## src/rtl/proc_pkg.sv

```systemverilog
// Shared processor definitions: fetch-state encoding and instruction/address
// sizing used by the fetch unit and the control state machine.
package proc_pkg;
  localparam int ADDR_W  = 8;
  localparam int INSTR_W = 16;
  localparam logic [INSTR_W-1:0] HALT_WORD_C = 16'hFFFF;

  typedef enum logic [2:0] {
    ST_IDLE = 3'd0,
    ST_REQ  = 3'd1,
    ST_WAIT = 3'd2,
    ST_HOLD = 3'd3,
    ST_HALT = 3'd4
  } fetch_state_e;
endpackage

```

## src/rtl/instr_fetch_unit_pc_counter.sv

```systemverilog
// Program counter: synchronous clear, load, or increment with natural
// wrap at 2^ADDR_WIDTH. Load takes priority over increment.
module pc_counter #(
  parameter int ADDR_WIDTH = 8
) (
  input  logic                  clock,
  input  logic                  reset,
  input  logic                  load,
  input  logic [ADDR_WIDTH-1:0] load_val,
  input  logic                  inc,
  output logic [ADDR_WIDTH-1:0] pc
);
  logic [ADDR_WIDTH-1:0] pc_d, pc_q;

  always_comb begin
    pc_d = pc_q;
    if (load) begin
      pc_d = load_val;
    end else if (inc) begin
      pc_d = pc_q + 1'b1;
    end
  end

  always_ff @(posedge clock) begin
    if (reset) begin
      pc_q <= '0;
    end else begin
      pc_q <= pc_d;
    end
  end

  assign pc = pc_q;
endmodule

```

## src/rtl/instr_fetch_unit.sv

```systemverilog
// Instruction fetch unit: one outstanding memory read at a time, holds the
// fetched word on IR until the control FSM consumes it, then advances/redirects.
module instr_fetch_unit
  import proc_pkg::*;
#(
  parameter int                     ADDR_WIDTH  = ADDR_W,
  parameter int                     INSTR_WIDTH = INSTR_W,
  parameter logic [INSTR_WIDTH-1:0] HALT_WORD   = HALT_WORD_C
) (
  input  logic                   clock,
  input  logic                   reset,
  input  logic                   start,
  output logic                   mem_req,
  output logic [ADDR_WIDTH-1:0]  mem_addr,
  input  logic [INSTR_WIDTH-1:0] mem_rdata,
  input  logic                   mem_valid,
  output logic [INSTR_WIDTH-1:0] IR,
  output logic                   ir_valid,
  input  logic                   ir_ready,
  input  logic                   jump,
  input  logic [ADDR_WIDTH-1:0]  jump_addr,
  output logic [ADDR_WIDTH-1:0]  pc,
  output logic                   halted
);
  fetch_state_e           state_d, state_q;
  logic [INSTR_WIDTH-1:0] ir_d, ir_q;
  logic                   data_accept;
  logic                   pc_load;

  // Only a strobe seen in WAIT counts; strays in any other state are dropped.
  assign data_accept = (state_q == ST_WAIT) && mem_valid;
  assign pc_load     = (state_q == ST_HOLD) && ir_ready && jump;

  pc_counter #(
    .ADDR_WIDTH (ADDR_WIDTH)
  ) u_pc (
    .clock    (clock),
    .reset    (reset),
    .load     (pc_load),
    .load_val (jump_addr),
    .inc      (data_accept),
    .pc       (pc)
  );

  always_ff @(posedge clock) begin
    if (reset) begin
      state_q <= ST_IDLE;
      ir_q    <= '0;
    end else begin
      state_q <= state_d;
      ir_q    <= ir_d;
    end
  end

  always_comb begin
    state_d = state_q;
    ir_d    = ir_q;
    case (state_q)
      ST_IDLE: if (start) state_d = ST_REQ;
      ST_REQ:  state_d = ST_WAIT;
      ST_WAIT: begin
        if (mem_valid) begin
          ir_d    = mem_rdata;
          state_d = (mem_rdata == HALT_WORD) ? ST_HALT : ST_HOLD;
        end
      end
      ST_HOLD: if (ir_ready) state_d = ST_REQ;
      ST_HALT: state_d = ST_HALT;
      default: state_d = ST_IDLE;
    endcase
  end

  always_comb begin
    mem_req  = (state_q == ST_REQ);
    ir_valid = (state_q == ST_HOLD);
    halted   = (state_q == ST_HALT);
    mem_addr = mem_req ? pc : '0;
    IR       = ir_q;
  end
endmodule

```

## config.mk

```make
export PLATFORM = sky130hd
export DESIGN_NAME = instr_fetch_unit
export DESIGN_NICKNAME = d
export VERILOG_FILES = /design/src/rtl/proc_pkg.sv /design/src/rtl/instr_fetch_unit_pc_counter.sv /design/src/rtl/instr_fetch_unit.sv
export SDC_FILE = /design/constraint.sdc
export NUM_CORES = 1
export LEC_CHECK = 0
export ABC_AREA = 0
export BUFFER_PORTS_ARGS = -buffer_cell sky130_fd_sc_hd__buf_4
export CAP_MARGIN = 20
export CORE_MARGIN = 2
export CORE_UTILIZATION = 49
export DETAILED_ROUTE_END_ITERATION = 8
export GPL_TIMING_DRIVEN = 0
export PLACE_DENSITY_LB_ADDON = 0.12
export SETUP_SLACK_MARGIN = 0.3
export SKIP_CTS_REPAIR_TIMING = 1
export SLEW_MARGIN = 0
export SYNTH_ARGS = -nofsm -noshare
export SYNTH_HDL_FRONTEND = slang
export SYNTH_HIERARCHICAL = 1
export SYNTH_SLANG_ARGS = --single-unit
```

## constraint.sdc

```tcl
create_clock -name clock -period 4.8 [get_ports clock]
set_input_delay 0.48 -clock clock [delete_from_list [all_inputs] [get_ports clock]]
set_output_delay 0.48 -clock clock [all_outputs]
set_load 0.01 [all_outputs]
```

==> flow_summary.yaml <==
outcome:
  status: "finished, final reports clean"
worst_setup_path:
  cp_max_fo: 10
  worstRegToRegCells: 9
  worstSetupStartpointType: "flip-flop"
  worst_setup_path_end_kind: "flip-flop"
  crit_arrival_ns: 2.46
  worst-setup-path-type: "flip-flop to flip-flop"
  worstPathRequired_ns: 5.07
clock_network:
  clk_pin_slew_ns: 0.16
  clock-root-buffer: "clkbuf_4"
  htree_levels: 1
  tritoncts: "built"
  cts.sinks: 27
  cts-buffers-inserted: 3
  clockBufferDepth: 2
  clkLatencyLatePin_ns: 0.33
timing:
  worst_slew_pin_slew_ns: 0.6548
  fin_hold_ws_ns: 0.3371
  slew_viol_final: 0
  fin_crit_ns: 2.191
  skew_ns: 0.004002
  final.setup.tns_ns: 0
  post-route-period-util: 0.4564
  setup_viol_count_final: 0
  clock.fmax_mhz: 456.5
  hold_viol: 0
  rsz0062_at_grt: "no"
  timing.slew.headroom: 0.5635
final_layout:
  layout_commonest_cell: "buf_4"
  layoutNonFillerInstCount: 258
  fin_area_mm2: 0.001894
  layout-drive-gt1-share: 0.3877
  num_antenna_cells: 0
  nets: 259
  area_growth_pct: 40.19
  final_cell_mix: "buf_4 (66), nand2_1 (36), dfxtp_1 (27), a21oi_1 (10), a21oi_2 (9)"
  fin_util: 0.7052
place:
  dp_cells: 254
  gp_congestion: 0.7971
  dpl_cell_area_mm2: 0.001863
  hpwl_um: 2631
  port_buffers: 63
drt:
  vias: 1385
  drc: 0
  wl_per_cell_um: 13.12
  avgViaCountPerCell: 5.368
  finalWirelength_um: 3384
  dr.pass1.iters: 4
  drtIter0Drc: 35
  ant_nets: 0
logic_synthesis:
  avgSynthCellArea_um2: 8.446
  synth_area_leader_cell: "dfxtp_1"
  syn_inst: 160
  synth_area_leaders: "dfxtp_1 (40%), nand2_1 (10%), a21oi_2 (5.8%)"
  synth-seq-cells: 27
  yosysWarnings: 6
  synth-edff-count: 0
  ys_seq_area_frac: 0.4000
  syn_nets: 191
  async_flop_share: 0
  synth_flop_cell: "dfxtp_1"
  ys_types: 36
  synth_area_mm2: 0.001351
  synth_top_area_share: 0.4000
pwr:
  p_leak_nw: 0.7956
  powerDensity_mw_per_mm2: 222.2
  peakVddDrop_uv: 162.5
worst_hold_path:
  hold_depth: 2
  hp-class: "input pin to flip-flop"
die:
  initial_core_util: 0.5030
  io_pins: 65
  die_area_mm2: 0.003194
  placementRows: 19
  fp.dieH_um: 56.52
  die_w_um: 56.52
  core_mm2: 0.002686
global_routing:
  antenna_found_initial: 0
  grt_usage: 0.2176
  grt_pass1_vias: 1298
  grt_start_max_net_pins: 18
  gr-total-overflow: 0
  grt_pass1_wl_um: 5637
job:
  cap_violations: 0
==> layer usage <==
| layer | vias to the layer above | part of all wire | GRT usage |
|---|---|---|---|
| met5 | - | 0 | 0 |
| li1 | 693 | - | - |
| met3 | 6 | 0.067 | 0.03456 |
| met2 | 54 | 0.52 | 0.3771 |
| met1 | 632 | 0.41 | 0.2706 |
| met4 | 0 | 0.011 | 0.07823 |
==> worst paths after layout <==
kind	from	end	slack (ns)
worst min register to register	IR[2]	IR[2]	0.47
worst min-delay path	mem_valid	state_q[1]	0.34
worst max register to register	state_q[0]	u_pc/pc[5]	2.61
worst max-delay path	state_q[0]	u_pc/pc[5]	2.61
==> report_power, final <==
group,internal [W],switching [W]
logic,0.0000399,0.0000366
clock network,0.0000340,0.0000735
registers,0.000232,0.00000515
==> stage by stage <==
stage | setup WS, ns | total power (W)
4_1_cts | 2.602 | 0.0004226
5_1_grt | 2.474 | 0.0004385
6_report | 2.609 | 0.0004209
2_1_floorplan | 2.806 | 0.0002791
3_5_place_dp | 2.541 | 0.0003181
3_3_place_gp | 2.598 | 0.0003151
==> state kept, by name, indices dropped and copies added (netlist names) <==
register,flops
IR,16
u_pc/pc,8
state_q,3
==> Yosys cell counts (3+ instances only) <==
cell / n
a211oi_1: 3
and2_1: 8
dfxtp_1: 27
nor3b_1: 6
buf_4: 3
nand4_1: 6
nand3_1: 5
o211ai_1: 5
a21oi_2: 9
xor2_1: 4
nand2_1: 36
a21oi_1: 10
nor2_1: 7
==> cell families (layout without fill, tap and decap cells) <==
logic type,Yosys count,in the layout,share of synthesized area
multiplexers,3,3,0.02315
flip-flops,27,27,0.4000
buffers and inverters,13,80,0.06944
AND/OR/NAND/NOR,78,78,0.2954
XOR/XNOR,4,4,0.02592
AO/OA/AOI/OAI,34,34,0.1769
adder cells (fa/ha/maj),1,1,0.009258
==> worst max-delay path, cell delays in order (launching register included) <==
cell	delay, ns
dfxtp_1	0.34
buf_6	0.13
nand4bb_1	0.16
buf_4	0.18
clkinv_4	0.08
buf_8	0.13
buf_6	0.14
or3b_1	0.37
or4_1	0.49
o211ai_1	0.10
==> layout make-up <==
cell class / instances / area (um^2)
inverters: 3 / 16.27
fillers: 236 / 792.0
repair buffers: 63 / 473.0
multi-input cells: 120 / 716.9
well taps: 31 / 38.79
clock buffers: 3 / 22.52
flip-flops and latches: 27 / 540.5
clock inverters: 1 / 8.758
plain buffers: 10 / 77.57
Note: power is estimated with default switching activity, not from simulation.
